## src/rtl/bram_port_arbiter.sv

```systemverilog
// Round-robin arbiter sharing one BRAM port among NUM_REQ valid/ready requesters; read data routed back by id.
// Latency: issue 1 cycle after accept, response 1+RD_LATENCY cycles after accept; never stalls. Option: BRAM_ARB_LOCK_EN.
module bram_port_arbiter #(
    parameter int NUM_REQ       = 4,
    parameter int RAM_WIDTH     = 8,
    parameter int RAM_ADDR_BITS = 10,
    parameter int RD_LATENCY    = 1
) (
    input  logic                             clk_i,
    input  logic                             rst_ni,
    input  logic [NUM_REQ-1:0]               req_valid_i,
    input  logic [NUM_REQ-1:0]               req_we_i,
    input  logic [NUM_REQ*RAM_ADDR_BITS-1:0] req_addr_i,
    input  logic [NUM_REQ*RAM_WIDTH-1:0]     req_data_i,
`ifdef BRAM_ARB_LOCK_EN
    input  logic [NUM_REQ-1:0]               req_lock_i,
`endif
    output logic [NUM_REQ-1:0]               req_ready_o,
    output logic [NUM_REQ-1:0]               rsp_valid_o,
    output logic [RAM_WIDTH-1:0]             rsp_data_o,
    output logic                             mem_en_o,
    output logic                             mem_we_o,
    output logic [RAM_ADDR_BITS-1:0]         mem_addr_o,
    output logic [RAM_WIDTH-1:0]             mem_data_o,
    input  logic [RAM_WIDTH-1:0]             mem_data_i
);
    localparam int PTR_W = $clog2(NUM_REQ);

    typedef struct packed {
        logic               rd;
        logic [NUM_REQ-1:0] id;
    } trk_t;

    logic [PTR_W-1:0]     ptr;
    logic [NUM_REQ-1:0]   grant;
    logic [PTR_W-1:0]     grant_id;
    logic                 grant_any;
    logic                 lock_hit;
    logic [PTR_W:0]       idx;
    trk_t                 pipe [RD_LATENCY+1];
    logic [RAM_WIDTH-1:0] rsp_hold;
    logic                 rsp_any;

`ifdef BRAM_ARB_LOCK_EN
    logic             last_vld;
    logic [PTR_W-1:0] last_id;

    assign lock_hit = last_vld && req_lock_i[last_id] && req_valid_i[last_id];

    always_ff @(posedge clk_i or negedge rst_ni) begin
        if (!rst_ni) begin
            last_vld <= 1'b0;
            last_id  <= '0;
        end else begin
            last_vld <= grant_any;
            if (grant_any)
                last_id <= grant_id;
        end
    end
`else
    assign lock_hit = 1'b0;
`endif

    // Scan from the pointer, wrapping; a held lock overrides the scan.
    always_comb begin
        grant     = '0;
        grant_id  = '0;
        grant_any = 1'b0;
        idx       = '0;
        for (int k = 0; k < NUM_REQ; k++) begin
            idx = {1'b0, ptr} + (PTR_W+1)'(k);
            if (idx >= (PTR_W+1)'(NUM_REQ))
                idx = idx - (PTR_W+1)'(NUM_REQ);
            if (!grant_any && req_valid_i[idx[PTR_W-1:0]]) begin
                grant_any = 1'b1;
                grant_id  = idx[PTR_W-1:0];
            end
        end
`ifdef BRAM_ARB_LOCK_EN
        if (lock_hit) begin
            grant_any = 1'b1;
            grant_id  = last_id;
        end
`endif
        if (grant_any)
            grant[grant_id] = 1'b1;
    end

    assign req_ready_o = rst_ni ? grant : '0;

    always_ff @(posedge clk_i or negedge rst_ni) begin
        if (!rst_ni) begin
            ptr        <= '0;
            mem_en_o   <= 1'b0;
            mem_we_o   <= 1'b0;
            mem_addr_o <= '0;
            mem_data_o <= '0;
        end else begin
            mem_en_o <= grant_any;
            mem_we_o <= grant_any && req_we_i[grant_id];
            if (grant_any) begin
                mem_addr_o <= req_addr_i[grant_id*RAM_ADDR_BITS +: RAM_ADDR_BITS];
                mem_data_o <= req_data_i[grant_id*RAM_WIDTH +: RAM_WIDTH];
            end
            if (grant_any && !lock_hit)
                ptr <= (grant_id == PTR_W'(NUM_REQ-1)) ? '0 : grant_id + 1'b1;
        end
    end

    // Stage 0 lines up with the issue cycle; the last stage with BRAM read data.
    always_ff @(posedge clk_i or negedge rst_ni) begin
        if (!rst_ni) begin
            for (int s = 0; s <= RD_LATENCY; s++)
                pipe[s] <= '0;
            rsp_hold <= '0;
        end else begin
            pipe[0].rd <= grant_any && !req_we_i[grant_id];
            pipe[0].id <= grant;
            for (int s = 1; s <= RD_LATENCY; s++)
                pipe[s] <= pipe[s-1];
            if (rsp_any)
                rsp_hold <= mem_data_i;
        end
    end

    assign rsp_any     = pipe[RD_LATENCY].rd;
    assign rsp_valid_o = rsp_any ? pipe[RD_LATENCY].id : '0;
    assign rsp_data_o  = rsp_any ? mem_data_i : rsp_hold;

endmodule

```

## config.mk

```make
export PLATFORM = sky130hd
export DESIGN_NAME = bram_port_arbiter
export DESIGN_NICKNAME = d
export VERILOG_FILES = /design/src/rtl/bram_port_arbiter.sv
export SDC_FILE = /design/constraint.sdc
export NUM_CORES = 1
export LEC_CHECK = 0
export ABC_AREA = 1
export BUFFER_PORTS_ARGS = -buffer_cell sky130_fd_sc_hd__buf_2
export CAP_MARGIN = 20
export CORE_ASPECT_RATIO = 1.1
export CORE_MARGIN = 2
export CORE_UTILIZATION = 51
export CTS_CLUSTER_SIZE = 10
export DETAILED_ROUTE_END_ITERATION = 6
export GPL_TIMING_DRIVEN = 0
export PLACE_DENSITY = 0.86
export SLEW_MARGIN = 20
export SYNTH_ARGS = -nofsm -noshare
export SYNTH_HDL_FRONTEND = slang
export SYNTH_SLANG_ARGS = --single-unit
```

## constraint.sdc

```tcl
create_clock -name clk_i -period 3.51 [get_ports clk_i]
set_clock_uncertainty 0.2 [all_clocks]
set_input_delay 0 -clock clk_i [delete_from_list [all_inputs] [get_ports clk_i]]
set_output_delay 0 -clock clk_i [all_outputs]
set_load 0.01 [all_outputs]
```

==> results of run 1 <==
-- final cells by class --
cell class | count | share of cell area, %
plain buffers | 21 | 3.471
clock buffers | 5 | 1.632
clock inverters | 3 | 1.098
inverters | 89 | 7.920
multi-input cells | 267 | 29.46
flip-flops and latches | 40 | 23.73
well taps | 58 | 1.721
repair buffers | 193 | 30.97
-- metal layers --
metal | wire length [um] | up-vias | global-route usage (%)
met2 | 4371 | 202 | 55.36
met4 | 348 | 0 | 15.45
met5 | 0 | - | 0
met1 | 3222 | 1523 | 31.20
li1 | - | 1652 | -
met3 | 656 | 43 | 4.642
-- logic make-up (layout without fill, tap and decap cells) --
group	after synthesis	count (layout)	synth area share, %
mux	8	8	3.310
flops	40	40	36.78
buf+inv	110	311	17.56
simple gates	252	252	40.60
compound gates	6	6	1.287
fa+ha+maj	1	1	0.4597
-- state kept, by name, indices dropped and copies added, names as in the netlist --
| name | cells |
|---|---|
| pipe | 9 |
| rsp_any | 1 |
| mem_we_o | 1 |
| rsp_hold | 8 |
| mem_addr_o | 10 |
| mem_en_o | 1 |
| mem_data_o | 8 |
| ptr | 2 |
-- power by group through the flow --
stage	registers (mW)	logic, mW	clock network (mW)
floorplan	0.868	2.08	0
finish	0.826	3.89	0.386
global placement	0.823	2.79	0
global route	0.845	4.26	0.413
detailed placement	0.829	2.88	0
CTS	0.823	3.70	0.393
-- final timing paths --
path,startpoint,depth (start not counted),endpoint,slack [ns]
max,ptr[0]$_DFFE_PN0P_,16,mem_data_o[7]$_DFFE_PN0P_,0.15
min,pipe[8]$_DFF_PN0_,0,pipe[3]$_DFF_PN0_,0.15
max reg2reg,ptr[0]$_DFFE_PN0P_,16,mem_data_o[7]$_DFFE_PN0P_,0.15
min reg2reg,pipe[8]$_DFF_PN0_,0,pipe[3]$_DFF_PN0_,0.15
max in group asynchronous,rst_ni,2,mem_data_o[7]$_DFFE_PN0P_,2.38
min in group asynchronous,rst_ni,2,mem_addr_o[9]$_DFFE_PN0P_,0.16
-- cells in the final DEF, fill, tap and decap left out, drive strengths merged --
cell         count
nand2          155
buf            142
inv             90
nand3           83
dlygate4sd3     68
dfrtp           40
nor2            10
clkbuf           9
mux2             8
o21ai            3
a21oi            2
nor3             2
nand4            1
a31oi            1
nor4             1
ha               1
clkinvlp         1
bufinv           1
-- stage by stage --
stage / worst slack, ns / utilization (%)
finish: 0.1528 / 83.23
global route: 0.007508 / 83.23
CTS: 0.2324 / 83.19
detailed placement: 1.232 / 67.48
global placement: 1.267 / 67.48
floorplan: 1.449 / -
-- critical path, stage by stage (launching register included) --
cell and delay (ns):
dfrtp_1 0.39, buf_4 0.17, nand2_2 0.07, nand3_1 0.11
nand2_2 0.14, nor2_1 0.06, nor2_1 0.12, nand2_2 0.10
nand2_2 0.15, clkbuf_4 0.25, nand2_1 0.09, nand3_1 0.08
dlygate4sd3_1 0.56, nand2_1 0.06, dlygate4sd3_1 0.58, nand2_1 0.06
nand2_1 0.05
-- repair_timing --
| action | CTS | global route |
|---|---|---|
| endpoints found under the setup margin | 0 | 1 |
| gates resized for setup | 0 | 1 |
| hold buffers | 68 | 0 |
| hold endpoints to repair | 68 | 0 |
==> impl_results.md, run 1 <==
- Fill cells: 316
- Inserted Clock Buffers: 5
- Post-synth EDFFs: 0
- Period utilization: a little over nine tenths
- Async set or reset register ratio after synthesis: 100.0%
- Clk pin slew, worst setup/hold paths: around 0.080 ns
- Flops & latches, synth: 40
- Ports: 126
- Dpl hpwl: approximately 5400 um
- Count of different cell masters after synthesis: 25
- CP max FO: 10
- Critical Path AT: approximately 3.4 ns
- Gr usage total: about 30%
- Gr ovfl total: 0
- Unrepaired setup endpoints after global routing: false
- Die Width: between 70 and 80 um
- Share of power burned in registers: 16.2%
- Worst-Skew Late Latency: around 0.30 ns
- Share of layout cells above drive strength 1: between 20 and 30%
- Layout Cells excl Fill: 676
- P_int: 2.751 mW
- N_diodes: 0
- Pins Over Slew Limit: 0
- Number of global-route vias before repair: approximately 3300
- Root buffer cell: clkbuf_8
- Sequential area share after synthesis: 36.78%
- Pwr/cell area: between 1000 and 1500 nW/um^2
- Post-Layout Inst Area: approximately 4200 um^2
- Clk buf depth: 2
- Synth Flop Type: dfrtp_1
- Layout Nets: a little over 700
- Worst slew pin tran: about 0.9 ns
- Setup bufs post-CTS: 0
- Hold Crit Class: reg -> reg
- I/O Buffers: between 100 and 150
- Placed Cells: 600
- Final GP Congestion: approximately 0.85
- Fmax: just under 300 MHz
- Placed Instance Area: about 3400 um^2
- Syn Area/Cell: 6.526 um^2
- Total power: slightly above 5 mW
- Multi-input gate area: roughly 1200 um^2
- CTS H-Tree Depth: 2
- CP Class: reg -> reg
- Clk sink count: 40
- Mapped Area: roughly 2700 um^2
- Synth top area cells: dfrtp_1, nand2_1, nand3_1
- Max-cap viol count: 0
- Syn Nets: 508
- Pin count of the biggest net entering global routing: 42
- WL per Instance: approximately 13 um
- Syn Inst Count: approximately 420
- Fin Setup TNS: 0 ns
- CTS tree: yes
- Initial antenna violation count: 0
- Number of vias per cell: 5.059
- Switch share: roughly 46%
- Final ANT Viol Nets: 0
- P_leak: approximately 2.6 nW
- Pre-antenna DRT Iters: 7
- Final Hold Vio Count: 0
- Synth Warn #: 0
- Die ar.: about 5900 um^2
- Synth-to-Final Area Change: 54.99%
- Cell with the most instances after synthesis: nand2_1
- Die H: a little over 80 um
- Core area: roughly 5100 um^2
- Worst EP required: approximately 3.5 ns
- FF/Latch Area: approximately 1000 um^2
- Final hold slack: 0.1474 ns
- Status: finished, final reports clean
- Gate power share: 76.2%
- Drt first-iter violations: about 240
- First-pass GRT wire length: 13650 um
- Vias: roughly 3400
- Synth top area share: 36.78%
- Total wire length: around 8600 um
- Clock power frac: under 10%
- P_sw: 2.347 mW
- Max-slew headroom: around 40%
- Crit end category: flop
- Final setup fails: 0
- Startpoint Class: flop
- Drt drc: 0
- # rows: 27
- Post-synth top area cell: dfrtp_1
- Post-layout minimum cycle time: between 3 and 4 ns
- Commonest cells post-synth: nand2_1, inv_1, nand3_1
- Initial core utilization: 53.70%
- Peak VDD IR: just over 0.0008 V
(Power assumes the default switching activity.)
==> run 2, diff against run 1 <==
Settings changed: RECOVER_POWER from default to 100.
==> run 2 against run 1 <==
Net effect:
- worst hold slack worse by 0.0014 ns
- critical endpoint unchanged
- flip-flop and latch count stayed put
- core utilization is 0.96 points lower
- largest cell class unchanged
- combinational power is 2% lower
- first-iteration DRC count is 23% lower
==> impl_results.md, run 2 (same netlist as run 1, synthesis figures left out) <==
- Status: finished, final reports clean
- P_leak: 2.447 nW
- Pin count of the biggest net entering global routing: 42
- Number of flip-flops under the largest register name: 10
- Pre-antenna DRT Iters: 5
- Switch share: 46.81%
- Worst EP required: roughly 3.5 ns
- Final ANT Viol Nets: 0
- Die H: between 80 and 90 um
- I/O Buffers: 125
- WL per Instance: ~13 um
- Drt first-iter violations: about 180
- Critical Path AT: around 3.4 ns
- GR Util met2: between 50% and 60%
- Final setup fails: 0
- Crit end category: flop
- CTS H-Tree Depth: 2
- CTS tree: yes
- Commonest non-fill, non-tap cell in the layout: nand2_1
- Hold worst-path end: pipe[3]$_DFF_PN0_
- Worst-Skew Late Latency: ~0.30 ns
- Clk buf depth: 2
- Root buffer cell: clkbuf_8
- Final GP Congestion: between 0.8 and 0.9
- Initial core utilization: 53.70%
- Worst path buffer plus inverter count: 4
- Post-layout util: 82.27%
- Period utilization: between 90% and 100%
- Final hold slack: 0.1460 ns
- Grt peak-use layer: met2
- Clk pin slew, worst setup/hold paths: ~0.08 ns
- Peak VDD IR: between 0.0008 and 0.0009 V
- Share of layout cells above drive strength 1: between 20% and 30%
- Core area: between 5000 and 6000 um^2
- Share of power burned in registers: between 10% and 20%
- Met1 Use GR: between 30% and 40%
- Clk sink count: 40
- Post-layout minimum cycle time: about 3.4 ns
- Initial antenna violation count: 0
- Synth-to-Final Area Change: 53.20%
- Worst slew pin tran: approximately 0.89 ns
- RR Startpoint: ptr[0]$_DFFE_PN0P_
- WHS Path Cells: 0
- Dpl hpwl: around 5400 um
- Unrepaired setup endpoints after global routing: false
- Largest stage delay, worst path: 0.57 ns
- CP max-delay cell: dlygate4sd3_1
- Gate power share: 75.8%
- Met3 usage: under 10%
- Layout Nets: ~710
- Number of vias per cell: between 5 and 6
- Final Hold Vio Count: 0
- Placed Instance Area: roughly 3400 um^2
- Largest regs: mem_addr_o: 10 flops, pipe: 9 flops
- Fin Setup TNS: 0 ns
- First-pass GRT wire length: ~14000 um
- Gr usage total: 29.67%
- Pwr/cell area: 1207 nW/um^2
- CP max FO: 10
- Die Width: 73.65 um
- P_int: approximately 2.7 mW
- Die ar.: between 5000 and 6000 um^2
- Max-slew headroom: between 40% and 50%
- Inserted Clock Buffers: 5
- R2r endpoint: mem_data_o[7]$_DFFE_PN0P_
- R2R depth: 16
- Post-Layout Inst Area: ~4200 um^2
- Vias: about 3400
- Largest register by flop count: mem_addr_o
- Gr ovfl total: 0
- Number of global-route vias before repair: 3316
- Max-cap viol count: 0
- Hold Crit Class: reg -> reg
- Pins Over Slew Limit: 0
- Fmax: 298.1 MHz
- CP delay by family, top: buffers and inverters
- Clock power frac: around 7.7%
- Cell Chain, Critical Path: buf_4 > nand2_2 > nand3_1 > nand2_2 > nor2_1 > nor2_1 > nand2_2 > nand2_2 > clkbuf_4 > nand2_1 > nand3_1 > dlygate4sd3_1 > nand2_1 > dlygate4sd3_1 > nand2_1 > nand2_1
- # rows: 27
- Hold Path Origin: pipe[8]$_DFF_PN0_
- Ports: 126
- Commonest cells after routing, fill and taps aside: nand2_1, buf_2, inv_1
- Fill cells: about 340
- Startpoint Class: flop
- Total wire length: 8698 um
- R2r setup slk: 0.16 ns
- Drt drc: 0
- N_diodes: 0
- P_sw: around 2.4 mW
- CP Class: reg -> reg
-- run 2: cell types whose count changed in the layout (fill, tap and decap cells not counted), sizes merged --
cell	delta
buf	-37
clkbuf	+37
-- run 2: how the worst max path moves through the flow --
| stage | start | to | slack [ns] | cells after the start |
|---|---|---|---|---|
| floorplan | ptr[0]$_DFFE_PN0P_ | ptr[1]$_DFFE_PN0P_ | 1.45 | 14 |
| global placement | ptr[0]$_DFFE_PN0P_ | ptr[1]$_DFFE_PN0P_ | 1.27 | 13 |
| detailed placement | ptr[1]$_DFFE_PN0P_ | ptr[1]$_DFFE_PN0P_ | 1.23 | 14 |
| CTS | ptr[0]$_DFFE_PN0P_ | mem_addr_o[9]$_DFFE_PN0P_ | 0.23 | 16 |
| global route | ptr[0]$_DFFE_PN0P_ | mem_data_o[5]$_DFFE_PN0P_ | 0.008 | 12 |
| finish | ptr[0]$_DFFE_PN0P_ | mem_data_o[7]$_DFFE_PN0P_ | 0.16 | 16 |
-- run 2: what timing repair did --
| action | CTS | global route |
|---|---|---|
| buffers inserted | 0 | 0 |
| endpoints found under the hold margin | 68 | 0 |
| hold buffers | 68 | 0 |
| setup endpoints to repair | 0 | 1 |
| resized for setup | 0 | 1 |
-- run 2: per-stage QoR --
step                      worst slack [ns]  instances  total power, mW
final                               0.1552        676            5.033
after detailed placement             1.232        600            3.713
after CTS                           0.2324        676            4.921
after global placement               1.267        600            3.617
after floorplan                      1.449        417            2.947
after global routing              0.007554        676            5.445
-- run 2: per-layer routing --
layer	up-vias	part of all wire (%)
met5	-	0
met1	1517	38
met4	0	3.5
met3	33	7.3
li1	1651	-
met2	208	51
-- run 2: layout make-up --
class	instances	area, um^2	share of cell area, %
plain buffers	21	143.9	3.451
clock buffers	5	68.82	1.651
clock inverters	3	46.29	1.110
inverters	89	334.1	8.013
multi-input cells	267	1240	29.74
flip-flops and latches	40	1001	24.01
well taps	58	72.57	1.741
repair buffers	193	1262	30.28
-- run 2: worst register-to-register path: cells and delay by family, from the launching register on --
family	cells	cell delay [ns]
simple gates	12	1.09
flops	1	0.39
buf+inv	4	1.56
-- run 2: power by group through the flow --
stage	registers, mW	clock network (mW)	logic, mW
floorplan	0.868	0	2.08
global placement	0.823	0	2.79
CTS	0.823	0.393	3.70
global route	0.848	0.413	4.18
detailed placement	0.829	0	2.88
finish	0.829	0.388	3.82
==> run 3, diff against run 2 <==
Settings changed: PLACE_DENSITY 0.86 to 0.87.
==> run 3 against run 2 <==
Net effect:
- flip-flop and latch count unchanged
- sequential share of layout area down 0.14 points
- die area unchanged
- critical path type unchanged
- worst hold slack better by 0.0054 ns
==> impl_results.md, run 3 (same netlist as run 1, synthesis figures left out) <==
- P_sw: between 2 and 2.5 mW
- Pins Over Slew Limit: 0
- Vias: 3458
- Most used cell, CP: nand2_1
- CP Launch Point: ptr[1]$_DFFE_PN0P_
- Share of power burned in registers: 16.2%
- Die H: around 81 um
- Clk buf depth: 2
- Gate power share: approximately three quarters
- Die Width: approximately 74 um
- Ports: about 130
- Pre-antenna DRT Iters: 6
- WL per Instance: 13.42 um
- Synth-to-Final Area Change: 54.11%
- Die ar.: 5937 um^2
- Layout Nets: 708
- Final hold slack: between 0.15 and 0.2 ns
- Largest regs: mem_addr_o: 10 flops, pipe: 9 flops
- R2r endpoint: mem_data_o[4]$_DFFE_PN0P_
- Drt first-iter violations: between 150 and 200
- Drt drc: 0
- R2r setup slk: 0.16 ns
- Max-cap viol count: 0
- Startpoint Class: flop
- Peak VDD IR: 0.0008477 V
- Max-slew headroom: a little over two fifths
- Gr ovfl total: 0
- Period utilization: 95.43%
- Multi-input gate area: around 1300 um^2
- Number of vias per cell: 5.115
- P_int: 2.717 mW
- Pwr/cell area: roughly 1200 nW/um^2
- Hold Crit Class: in -> async
- Clock power frac: 7.5%
- Crit end category: flop
- Switch share: roughly 47%
- Dpl hpwl: between 5000 and 6000 um
- Final worst slack: about 0.16 ns
- R2R depth: 16
- # rows: 27
- Largest register by flop count: mem_addr_o
- Met3 usage: roughly 5.3%
- Critical Path AT: about 3.3 ns
- Clk sink count: 40
- Largest stage delay, worst path: 0.56 ns
- CTS H-Tree Depth: 2
- Root buffer cell: clkbuf_8
- RR Startpoint: ptr[1]$_DFFE_PN0P_
- Status: finished, final reports clean
- CP Class: reg -> reg
- Final ANT Viol Nets: 0
- Final GP Congestion: ~0.84
- FF/Latch Area: between 1000 and 1500 um^2
- Fmax: 298.6 MHz
- Initial core utilization: 53.70%
- Fin Setup TNS: 0 ns
- Post-layout minimum cycle time: around 3.3 ns
- Setup Slack @ Placement: between 1 and 1.5 ns
- Met1 Use GR: a little over a third
- CP max FO: 10
- Gr usage total: approximately 32%
- Number of global-route vias before repair: 3454
- Final setup fails: 0
- I/O Buffers: 125
- Cell Chain, Critical Path: inv_2 > nand2_1 > nand2_1 > nand2_1 > nand2_1 > a21oi_1 > nand2_1 > buf_6 > clkbuf_4 > nand3_1 > nand3_1 > dlygate4sd3_1 > nand2_1 > dlygate4sd3_1 > nand2_1 > nand2_1
- Total wire length: between 9000 and 10000 um
- Core area: ~5100 um^2
- Worst EP required: 3.50 ns
- Number of flip-flops under the largest register name: 10
- CTS tree: yes
- CP max-delay cell: dlygate4sd3_1
- Final Hold Vio Count: 0
- Share of layout cells above drive strength 1: roughly 22%
- N_diodes: 0
- Commonest non-fill, non-tap cell in the layout: nand2_1
- GR Util met2: ~58%
- Clk pin slew, worst setup/hold paths: 0.08 ns
- Inserted Clock Buffers: 5
- Commonest cells after routing, fill and taps aside: nand2_1, buf_2, inv_1
- First-pass GRT wire length: approximately 15000 um
- Initial antenna violation count: 0
- P_leak: 2.466 nW
- Pin count of the biggest net entering global routing: 42
- Grt peak-use layer: met2
- Worst-Skew Late Latency: 0.29 ns
- Worst slew pin tran: around 0.87 ns
- Fill cells: about 340
run 3: changes by cell type in the layout (fill, tap and decap cells not counted), sizes merged:
| cell | change |
|---|---|
| buf | +4 |
| clkbuf | -4 |
run 3: repair_timing:
item,4_1_cts,5_1_grt
resized for setup,0,8
endpoints found under the setup margin,0,15
hold buffers,68,0
setup buffers,0,0
endpoints found under the hold margin,68,0
run 3: power by group through the flow:
stage          combinational (mW)  clock, mW  sequential (mW)
5_1_grt                      4.31      0.410            0.847
6_report                     3.91      0.383            0.827
3_5_place_dp                 2.88          0            0.825
3_3_place_gp                 2.80          0            0.816
2_1_floorplan                2.08          0            0.868
4_1_cts                      3.71      0.387            0.819
run 3: how the worst max path moves through the flow:
| stage | end | cells past startpoint |
|---|---|---|
| finish | mem_data_o[4]$_DFFE_PN0P_ | 16 |
| global route | mem_addr_o[9]$_DFFE_PN0P_ | 16 |
| CTS | mem_addr_o[9]$_DFFE_PN0P_ | 16 |
| detailed placement | ptr[1]$_DFFE_PN0P_ | 13 |
| global placement | ptr[1]$_DFFE_PN0P_ | 13 |
| floorplan | ptr[1]$_DFFE_PN0P_ | 14 |
run 3: metal layers:
metal | wire length, um | up-vias
met3 | 741 | 48
met1 | 3296 | 1543
met4 | 399 | 0
li1 | - | 1655
met2 | 4631 | 212
met5 | 0 | -
run 3: cell type report:
| cell class | count | area share, % |
|---|---|---|
| inverter | 89 | 7.965 |
| tap | 58 | 1.730 |
| clock inverter | 3 | 1.104 |
| clock buffer | 5 | 1.641 |
| timing repair buffer | 193 | 30.19 |
| sequential | 40 | 23.87 |
| multi-input combinational | 267 | 29.89 |
| buffer | 21 | 3.610 |
run 3: per-stage QoR:
stage	cell area, um^2	power [mW]	cells	utilization (%)
3_3_place_gp	3420	3.617	600	67.48
6_report	4194	5.115	676	82.77
5_1_grt	4194	5.565	676	82.77
2_1_floorplan	2721	2.947	417	-
4_1_cts	4215	4.917	676	83.19
3_5_place_dp	3420	3.709	600	67.48
run 3: worst max-delay path, delay by kind of cell, from the launching register on:
family | cells | cell delay [ns]
AO/OA/AOI/OAI | 1 | 0.06
buffers and inverters | 5 | 1.64
flip-flops | 1 | 0.45
AND/OR/NAND/NOR | 10 | 0.89
